## config.mk

```make
export PLATFORM = sky130hd
export DESIGN_NAME = vga_timing_gen
export DESIGN_NICKNAME = d
export VERILOG_FILES = /design/src/rtl/vga_timing_gen.sv
export SDC_FILE = /design/constraint.sdc
export NUM_CORES = 1
export LEC_CHECK = 0
export BUFFER_PORTS_ARGS = -buffer_cell sky130_fd_sc_hd__buf_4
export CORE_ASPECT_RATIO = 0.8
export CORE_MARGIN = 2
export CORE_UTILIZATION = 36
export DETAILED_ROUTE_END_ITERATION = 10
export GPL_ROUTABILITY_DRIVEN = 0
export SLEW_MARGIN = 20
export SYNTH_ARGS = -nofsm -noshare
export SYNTH_HDL_FRONTEND = slang
export SYNTH_SLANG_ARGS = --single-unit
```

## constraint.sdc

```tcl
create_clock -name vga_clk -period 3.2 [get_ports vga_clk]
set_input_delay 0.64 -clock vga_clk [delete_from_list [all_inputs] [get_ports vga_clk]]
set_output_delay 0.64 -clock vga_clk [all_outputs]
set_load 0.01 [all_outputs]
```

## src/rtl/vga_timing_gen.sv

```systemverilog
// Parametrised VGA raster timing generator with pixel enable, data enable,
// frame-start pulse and a line-prefetch request for the SDRAM line reader.
module vga_timing_gen #(
    parameter int H_ACTIVE = 640,
    parameter int H_FP     = 16,
    parameter int H_SYNC   = 96,
    parameter int H_BP     = 48,
    parameter int V_ACTIVE = 480,
    parameter int V_FP     = 10,
    parameter int V_SYNC   = 2,
    parameter int V_BP     = 33,
    parameter bit HS_POL   = 1'b0,
    parameter bit VS_POL   = 1'b0,
    parameter int PREFETCH = 8,
    parameter int CW       = 10
) (
    input  logic          vga_clk,
    input  logic          Reset,
    input  logic          en,
    output logic          hs,
    output logic          vs,
    output logic          h_blank,
    output logic          v_blank,
    output logic          de,
    output logic [CW-1:0] DrawX,
    output logic [CW-1:0] DrawY,
    output logic          frame_start,
    output logic          line_fetch_req,
    output logic [CW-1:0] fetch_line
);

    localparam int H_TOTAL = H_ACTIVE + H_FP + H_SYNC + H_BP;
    localparam int V_TOTAL = V_ACTIVE + V_FP + V_SYNC + V_BP;

    localparam logic [CW-1:0] H_LAST   = CW'(H_TOTAL - 1);
    localparam logic [CW-1:0] V_LAST   = CW'(V_TOTAL - 1);
    localparam logic [CW-1:0] H_ACT    = CW'(H_ACTIVE);
    localparam logic [CW-1:0] V_ACT    = CW'(V_ACTIVE);
    localparam logic [CW-1:0] HS_FIRST = CW'(H_ACTIVE + H_FP);
    localparam logic [CW-1:0] HS_LAST  = CW'(H_ACTIVE + H_FP + H_SYNC - 1);
    localparam logic [CW-1:0] VS_FIRST = CW'(V_ACTIVE + V_FP);
    localparam logic [CW-1:0] VS_LAST  = CW'(V_ACTIVE + V_FP + V_SYNC - 1);
    localparam logic [CW-1:0] REQ_X    = CW'(H_TOTAL - PREFETCH);

    logic [CW-1:0] hc, vc;
    logic [CW-1:0] hc_nxt, vc_nxt, line_nxt;
    logic          hs_nxt, vs_nxt, fs_nxt, req_nxt;

    // Registered outputs are derived from the next counter values so they
    // land in the same cycle as the DrawX/DrawY they describe.
    always_comb begin
        hc_nxt = hc + CW'(1);
        vc_nxt = vc;
        if (hc == H_LAST) begin
            hc_nxt = '0;
            vc_nxt = (vc == V_LAST) ? '0 : vc + CW'(1);
        end
        hs_nxt   = (hc_nxt >= HS_FIRST && hc_nxt <= HS_LAST) ? HS_POL : ~HS_POL;
        vs_nxt   = (vc_nxt >= VS_FIRST && vc_nxt <= VS_LAST) ? VS_POL : ~VS_POL;
        fs_nxt   = (hc_nxt == '0) && (vc_nxt == '0);
        line_nxt = (vc_nxt == V_LAST) ? '0 : vc_nxt + CW'(1);
        req_nxt  = (hc_nxt == REQ_X) && (line_nxt < V_ACT);
    end

    always_ff @(posedge vga_clk or posedge Reset) begin
        if (Reset) begin
            hc             <= '0;
            vc             <= '0;
            hs             <= ~HS_POL;
            vs             <= ~VS_POL;
            frame_start    <= 1'b1;
            line_fetch_req <= 1'b0;
            fetch_line     <= '0;
        end else if (en) begin
            hc             <= hc_nxt;
            vc             <= vc_nxt;
            hs             <= hs_nxt;
            vs             <= vs_nxt;
            frame_start    <= fs_nxt;
            line_fetch_req <= req_nxt;
            if (req_nxt)
                fetch_line <= line_nxt;
        end
    end

    always_comb begin
        h_blank = (hc >= H_ACT);
        v_blank = (vc >= V_ACT);
        de      = ~h_blank & ~v_blank;
    end

    assign DrawX = hc;
    assign DrawY = vc;

endmodule

```

Word-level counts from Yosys, hierarchy flattened
Index checks and enable logic that the tools add are counted.

word-level totals
  register bits = 34
  output and inout port bits = 37

operators by class
  reductions and logical operators = 7
  multiplexer cells = 6
  magnitude comparators = 7
  bitwise logic cells = 3
  equality and inequality tests = 4
  $add $sub $neg = 3

operators by type and width
  kind                                                                               count
  10-bit equality test, second input constant                                        4
  10-bit 2-to-1 mux                                                                  4
  10-bit by 1-bit adder with 10-bit output, second input constant                    3
  10-bit >= comparator, second input constant                                        2
  10-bit by 9-bit >= comparator with 1-bit output, second input constant             2
  10-bit logical NOT                                                                 2
  10-bit less-or-equal comparator, second input constant                             1
  10-bit by 9-bit less-or-equal comparator with 1-bit output, second input constant  1
  10-bit by 9-bit < comparator with 1-bit output, second input constant              1
  1-bit logical AND                                                                  4
  1-bit 2-to-1 mux                                                                   2
  1-bit inverter                                                                     2
  2-bit AND reduction                                                                1
  1-bit AND                                                                          1

Longest topological paths before layout
Gate-level depths: netlist (run 1).

  depth in word-level cells = 8
  gate-level depth with buffers = 16
  mapped depth without buffers = 15

Worst setup path before layout (run 1)
No wires, ideal clock.

  path type = register to register
  start point = reg hc[0], in the netlist DrawX[0]
  end point = reg fetch_line[0]
  arrival = 3.435 ns
  setup slack = -0.361 ns
  buffers on the path = 2
  stages on the path, launching flop included = 17
  path through = dfrtp_1 -> ha_1 -> buf_2 -> nand4_2 -> nor3_2 -> and2_1 -> nand2_1 -> a21boi_0 -> inv_1 -> ha_1 -> inv_1 -> nor2_1 -> and4_1 -> o31a_1 -> a2111oi_4 -> buf_6 -> mux2_4

between the ends
  longest elaborated chain between the ends = 7

RTL lines
  element                                                                           line  text
  start: declaration                                                                45    logic [CW-1:0] hc, vc;
  start signal: assignment                                                          75    hc <= hc_nxt;
  10-bit equality test (*)                                                          54    if (hc == H_LAST) begin
  10-bit 2-to-1 mux (*)                                                             54
  named net vc_nxt[0]                                                               46    logic [CW-1:0] hc_nxt, vc_nxt, line_nxt;
  10-bit by 1-bit adder with 10-bit output or 10-bit equality test (tied branches)  61    line_nxt = (vc_nxt == V_LAST) ? '0 : vc_nxt + CW'(1);
  10-bit 2-to-1 mux (*)                                                             61
  10-bit by 9-bit < comparator with 1-bit output                                    62    req_nxt = (hc_nxt == REQ_X) && (line_nxt < V_ACT);
  1-bit logical AND                                                                 62
  2-bit AND reduction (no line)                                                     --
  end signal: assignment                                                            82    fetch_line <= line_nxt;
  end: declaration                                                                  29    output logic [CW-1:0] fetch_line

Mark *: on every way through the listed nets, which the timed path passes. The rest lies on a longest branch.
A chain may end at the register's enable or synchronous reset.

Worst setup path in the final report (run 1)
  start point = reg hc[7], in the netlist DrawX[7]
  end point = reg fetch_line[2]

between the ends
  longest elaborated chain between the ends = 7

RTL lines
  element                                                                           line
  10-bit equality test                                                              54
  10-bit 2-to-1 mux                                                                 54
  10-bit by 1-bit adder with 10-bit output or 10-bit equality test (tied branches)  61
  10-bit 2-to-1 mux                                                                 61
  10-bit by 9-bit < comparator with 1-bit output                                    62
  1-bit logical AND                                                                 62
  2-bit AND reduction (no line)                                                     --

Parallel ways exist; a longest one is shown, timed or not.

==> reports/metrics.yaml, run 1 <==
worst_setup_path:
  worst-path-buf-inv: 2
  cp_slowest_cell: "or3b_4"
  worstPathRequired_ps: 3370
  critPathLaunchType: "flip-flop"
  critical_path.endpoint_type: "flip-flop"
  cp_cell_sequence: "or3b_4 > nor4_4 > buf_4 > mux2i_4 > nor2_4 > a2111o_1 > a2111oi_4 > buf_4 > mux2_4"
  cp_common_cell: "buf_4"
  crit_family: "simple AND/OR/NAND/NOR gates"
  cp_data_arrival_time_ps: 3390
  crit_type: "flip-flop to flip-flop"
  cpPeakStageDelay_ps: 480
  cp_max_fo: 5
cells_and_area:
  drive_gt1_share_pct: 45.1
  layout.nets: 429
  fillers: 695
  mostFrequentLayoutCells: "122 x buf_4, 38 x nor2_1, 28 x dfrtp_1"
  stdcell_area_mm2: 0.00391
  n_antenna_cell: 0
  area_growth_pct: 46.3
  fin_util_pct: 53.7
  layout_commonest_cell: "buf_4"
pwr:
  leakage_nw: 1.76
  power_frac_seq_pct: 28.9
  power_frac_clock_pct: 15.2
  ir_drop_mv: 0.263
  combPwrFrac_pct: 55.9
  p_sw_share_pct: 40.4
  p_per_area_mw_per_mm2: 518
  internal_power_w: 0.00121
  netSwitchingPower_w: 0.000820
timing:
  finalSetupViolCount: 6
  slew_viol_final: 0
  worstMarginPinSlew_ps: 848
  max_freq_ghz: 0.310
  period_minus_slack_ps: 3220
  rsz0062_at_grt: "true"
  hold_viol_final: 0
  relSlewSlack_pct: 43.0
  fin_crit_sh_pct: 101
  timing.final.ws_setup_ps: -21.7
  fin_skew_ps: 4.85
  holdWs_ps: 449
clock_tree:
  cts_tree: "yes"
  cts_buffers: 5
  cts_buffer_depth: 2
  cts_hold_buf: 0
  cts_root_buf: "clkbuf_8"
  cts.reportedPaths.clkPinSlew_ps: 70
  clock-sinks: 34
  clkLatencyLatePin_ps: 280
  h-tree-depth: 2
drt:
  vias: 2693
  wire_per_inst_um: 16.4
  drcViolationCount: 0
  initialDrtViolationCount: 249
  routed_wl_um: 8350
  viasPerCell: 5.29
  drt-pass1-iter-count: 5
  postRouteAntennaNets: 0
logic_synthesis:
  synthMuxAreaShare_pct: 5.99
  synthTopCellsByArea: "dfrtp_1 29%, xnor2_1 5.9%, nor2_1 5.5%"
  synth-adder-area-share_pct: 3.75
  netlist_area_mm2: 0.00267
  yosys.area_share.simple_pct: 27.7
  synth_top_area_share_pct: 29.0
  synthCells: 311
  synth_top_family_by_area: "simple AND/OR/NAND/NOR gates"
  seq_area_frac_synth_pct: 32.0
  synth_top_area_cell: "dfrtp_1"
  synth_compound_area_share_pct: 17.7
  ys.flop_type: "dfrtp_1"
  synthXorXnorAreaFrac_pct: 6.88
  synth_warnings: 0
  async_flop_share_pct: 100
  syn_area_per_cell_um2: 8.59
  synth_cell_type_count: 64
  synth-edff-count: 0
  synth_seq_cells: 34
  synthesis.nets: 322
outcome:
  violations: "setup timing"
  outcome: "finished, violations left"
floorplanning:
  dieWidth_um: 100
  coreArea_mm2: 0.00729
  row_count: 28
  fp.dieH_um: 81.1
  start_util_pct: 36.7
  io_pins: 40
  dieArea_mm2: 0.00813
hold_path:
  hp-class: "input pin to asynchronous set/reset pin"
grt:
  antenna_found_initial: 0
  grt_overflow: 0
  grt_pass1_wl_um: 13600
  grt_usage_pct: 21.3
  grt_max_degree: 33
  grt_pass1_vias: 2644
placed_design:
  dp_slack_ps: -178
  place_area_mm2: 0.00353
  io_buffers: 39
  hpwl_um: 6150
run:
  maxCapViolCount: 0
## synthesized netlist by cell type, types with 4 or more instances
library cell	number
buf_2	5
nor4_1	4
o21ai_0	12
a21oi_1	13
o31ai_1	5
mux2_2	4
clkbuf_1	15
xnor2_1	18
ha_1	8
dfrtp_1	31
nand3_1	11
nor3_1	11
mux2_4	7
nand4_1	4
a21o_1	4
nand2b_1	5
inv_1	13
nor2_1	39
o21a_1	4
nand2_1	28
## path summary, 6_finish.rpt
path | start | endpoint | slack, ps | depth (start not counted)
max in group asynchronous | Reset | hs | 1990 | 3
hold reg to reg | frame_start | frame_start | 500 | 1
setup / recovery | DrawX[7] | fetch_line[2] | -20 | 9
setup reg to reg | DrawX[7] | fetch_line[2] | -20 | 9
hold / removal | Reset | DrawY[1] | 450 | 2
min in group vga_clk | frame_start | frame_start | 500 | 1
## cell families (layout without fill, tap and decap cells)
| kind of cell | Yosys count | in the layout |
|---|---|---|
| flip-flops | 34 | 34 |
| buffers and inverters | 36 | 144 |
| AND/OR/NAND/NOR | 134 | 134 |
| multiplexers | 12 | 12 |
| adder cells (fa/ha/maj) | 8 | 8 |
| XOR/XNOR | 21 | 21 |
| AO/OA/AOI/OAI | 66 | 66 |
## flip-flops by register name (all words and copies together) (netlist names)
name,count
DrawX,10
DrawY,10
fetch_line,10
frame_start,1
hs,1
line_fetch_req,1
vs,1
## per-layer routing
metal  vias to the layer above  wire length (um)  track usage, %  part of all wire (%)
met5                         -                 0               0                     0
met4                         0                61            2.88                  0.73
met3                        10               430            3.27                   5.2
met2                        78              3760            33.9                    45
met1                      1274              4100            31.2                    49
li1                       1331                 -               -                     -
## cell type report
type                            instances  area [um^2]  area share, %
Timing Repair Buffer                  123          927           23.7
Sequential cell                        34          858           21.9
Tap cell                               90          113           2.88
Clock buffer                            8         80.1           2.05
Multi-Input combinational cell        241         1880           48.1
Inverter                               13         51.3           1.31
## power groups by stage
stage / sequential [W] / clock [W] / combinational [W]
floorplan: 0.000603 / 0 / 0.000567
global placement: 0.000581 / 0 / 0.00102
detailed placement: 0.000582 / 0 / 0.00103
CTS: 0.000576 / 0.000319 / 0.00105
global route: 0.000597 / 0.000337 / 0.00124
finish: 0.000586 / 0.000308 / 0.00113
## repair_timing
item | 4_1_cts | 5_1_grt
buffers inserted | 6 | 12
resized for setup | 9 | 28
pin swaps | 7 | 18
endpoints found under the setup margin | 7 | 11
endpoints found under the hold margin | 0 | 0
## through the flow
step / instances / TNS, ps / power [W]
after floorplan: 311 / -617 / 0.00117
after CTS: 498 / -228 / 0.00195
after detailed placement: 484 / -1040 / 0.00161
after global routing: 509 / -1150 / 0.00218
after global placement: 484 / -1460 / 0.00160
final: 509 / -120 / 0.00203
## worst register-to-register path, cell delays in order, from the launching register on
cell and delay (ps):
dfrtp_1 380, or3b_4 480, nor4_4 390, buf_4 210
mux2i_4 240, nor2_4 70, a2111o_1 480, a2111oi_4 350
buf_4 210, mux2_4 300
Power figures use the tool's default switching activity.
==> inputs of run 2 (changes only) <==
--- a/config.mk
+++ b/config.mk
@@ -6,11 +6,14 @@
 export NUM_CORES = 1
 export LEC_CHECK = 0
 export BUFFER_PORTS_ARGS = -buffer_cell sky130_fd_sc_hd__buf_4
+export CELL_PAD_IN_SITES_DETAIL_PLACEMENT = 2
+export CELL_PAD_IN_SITES_GLOBAL_PLACEMENT = 2
 export CORE_ASPECT_RATIO = 0.8
 export CORE_MARGIN = 2
-export CORE_UTILIZATION = 36
+export CORE_UTILIZATION = 31
 export DETAILED_ROUTE_END_ITERATION = 10
 export GPL_ROUTABILITY_DRIVEN = 0
+export PLACE_DENSITY = 0.79
 export SLEW_MARGIN = 20
 export SYNTH_ARGS = -nofsm -noshare
 export SYNTH_HDL_FRONTEND = slang
==> reports/metrics.yaml, run 2 (same netlist as run 1, synthesis figures left out) <==
worst_setup_path:
  critical_path.endpoint_type: "flip-flop"
  ff2ff_setup_slack_ps: -430
  cp_max_fo: 7
  r2r_start: "DrawY[0]"
  rr_worst_depth: 16
  crit_type: "flip-flop to flip-flop"
  critPathLaunchType: "flip-flop"
  worstReg2RegEnd: "fetch_line[0]"
  cp_data_arrival_time_ps: 3830
  worstPathRequired_ps: 3400
grt:
  grt_most_used_layer: "met2"
  grtUsageMet1_pct: 40.1
  met2_usage_pct: 53.5
  grt_overflow: 0
  grt_pass1_vias: 3393
  grt_pass1_wl_um: 21700
  met3_usage_pct: 6.66
  grt_max_degree: 33
  antenna_found_initial: 0
  grt_usage_pct: 31.5
drt:
  routed_wl_um: 14300
  drt-pass1-iter-count: 5
  drcViolationCount: 0
  postRouteAntennaNets: 0
  viasPerCell: 5.76
  initialDrtViolationCount: 180
  wire_per_inst_um: 26.8
  vias: 3075
pwr:
  power_frac_seq_pct: 26.0
  p_per_area_mw_per_mm2: 575
  power_frac_clock_pct: 18.2
  finalPower_w: 0.00230
  combPwrFrac_pct: 55.8
  p_sw_share_pct: 44.0
  internal_power_w: 0.00129
  ir_drop_mv: 0.340
  leakage_nw: 1.80
  netSwitchingPower_w: 0.00101
cells_and_area:
  layout_commonest_cell: "buf_4"
  mostFrequentLayoutCells: "122 x buf_4, 38 x nor2_1, 29 x dfrtp_1"
  area_growth_pct: 49.9
  fin_util_pct: 47.4
  drive_gt1_share_pct: 44.5
  fillers: 934
  n_antenna_cell: 0
  layout.nets: 432
run:
  maxCapViolCount: 0
timing:
  max_freq_ghz: 0.276
  fin_skew_ps: 10.4
  timing.final.ws_setup_ps: -425
  worstMarginPinSlew_ps: 1100
  period_minus_slack_ps: 3630
  fin_crit_sh_pct: 113
  relSlewSlack_pct: 25.9
  hold_viol_final: 0
  rsz0062_at_grt: "true"
  slew_viol_final: 0
  finalSetupViolCount: 11
floorplanning:
  io_pins: 40
  dieWidth_um: 108
  coreArea_mm2: 0.00845
  dieArea_mm2: 0.00938
  start_util_pct: 31.6
  fp.dieH_um: 87.0
  row_count: 30
clock_tree:
  h-tree-depth: 2
  cts.reportedPaths.clkPinSlew_ps: 90
  cts_tree: "yes"
  clkLatencyLatePin_ps: 310
  cts_buffers: 5
  cts_root_buf: "clkbuf_8"
  cts_buffer_depth: 2
  clock-sinks: 34
placed_design:
  io_buffers: 39
  hpwl_um: 8950
hold_path:
  hp-class: "input pin to asynchronous set/reset pin"
outcome:
  violations: "setup timing"
  outcome: "finished, violations left"
[run 2: metal layers]
metal | up-vias | part of all wire [%]
met5 | - | 0
met4 | 0 | 3.6
met3 | 49 | 5.8
met2 | 128 | 48
met1 | 1576 | 42
li1 | 1322 | -
[run 2: power groups by stage]
stage	Clock (W)	Sequential [W]	Combinational [W]
after floorplan	0	0.000603	0.000567
after global placement	0	0.000577	0.00104
after detailed placement	0	0.000585	0.00111
after CTS	0.000420	0.000585	0.00120
after global routing	0.000439	0.000606	0.00136
final	0.000419	0.000599	0.00128
[run 2: how the worst max path moves through the flow]
stage	from	end	slack (ps)	depth (start not counted)
2_1_floorplan	DrawX[7]	fetch_line[0]	-100	15
3_3_place_gp	DrawY[6]	fetch_line[4]	-170	13
3_5_place_dp	DrawY[4]	fetch_line[4]	-490	14
4_1_cts	DrawY[0]	fetch_line[5]	-100	16
5_1_grt	DrawY[0]	fetch_line[3]	-470	16
6_report	DrawY[0]	fetch_line[0]	-430	16
[run 2: critical path, cell delays in order, from the launching register on]
cell	delay [ps]
dfrtp_1	420
inv_2	100
ha_4	150
nor4bb_4	260
nand3_2	150
buf_4	180
buf_4	120
buf_4	130
a22oi_1	300
or2_4	220
buf_4	120
nor4_1	50
o31a_1	340
a2111oi_4	330
buf_4	200
buf_8	140
mux2_4	300
[run 2: metrics by stage]
| stage | cells | hold WS, ps | instance area [um^2] | worst slack, ps | TNS (ps) |
|---|---|---|---|---|---|
| finish | 534 | 486 | 4010 | -425 | -3900 |
| global placement | 509 | 477 | 3590 | -168 | -1100 |
| global route | 534 | 503 | 4010 | -471 | -4630 |
| floorplan | 311 | 483 | 2730 | -103 | -617 |
| detailed placement | 509 | 477 | 3590 | -486 | -4160 |
| CTS | 531 | 497 | 3950 | -96.6 | -632 |
[run 2: what timing repair did]
action,CTS,global route
pin swaps,15,5
endpoints found under the setup margin,11,12
gates resized for setup,28,6
gates cloned,0,0
hold buffers,0,0
setup buffers,14,3
[run 2: cell type report]
| cell class | instances | area (um^2) | share of cell area (%) |
|---|---|---|---|
| repair buffers | 126 | 982 | 24.5 |
| clock inverters | 3 | 40.0 | 1.00 |
| flip-flops and latches | 34 | 857 | 21.4 |
| inverters | 13 | 51.3 | 1.28 |
| multi-input cells | 241 | 1870 | 46.6 |
| well taps | 112 | 140 | 3.50 |
| clock buffers | 5 | 68.8 | 1.72 |
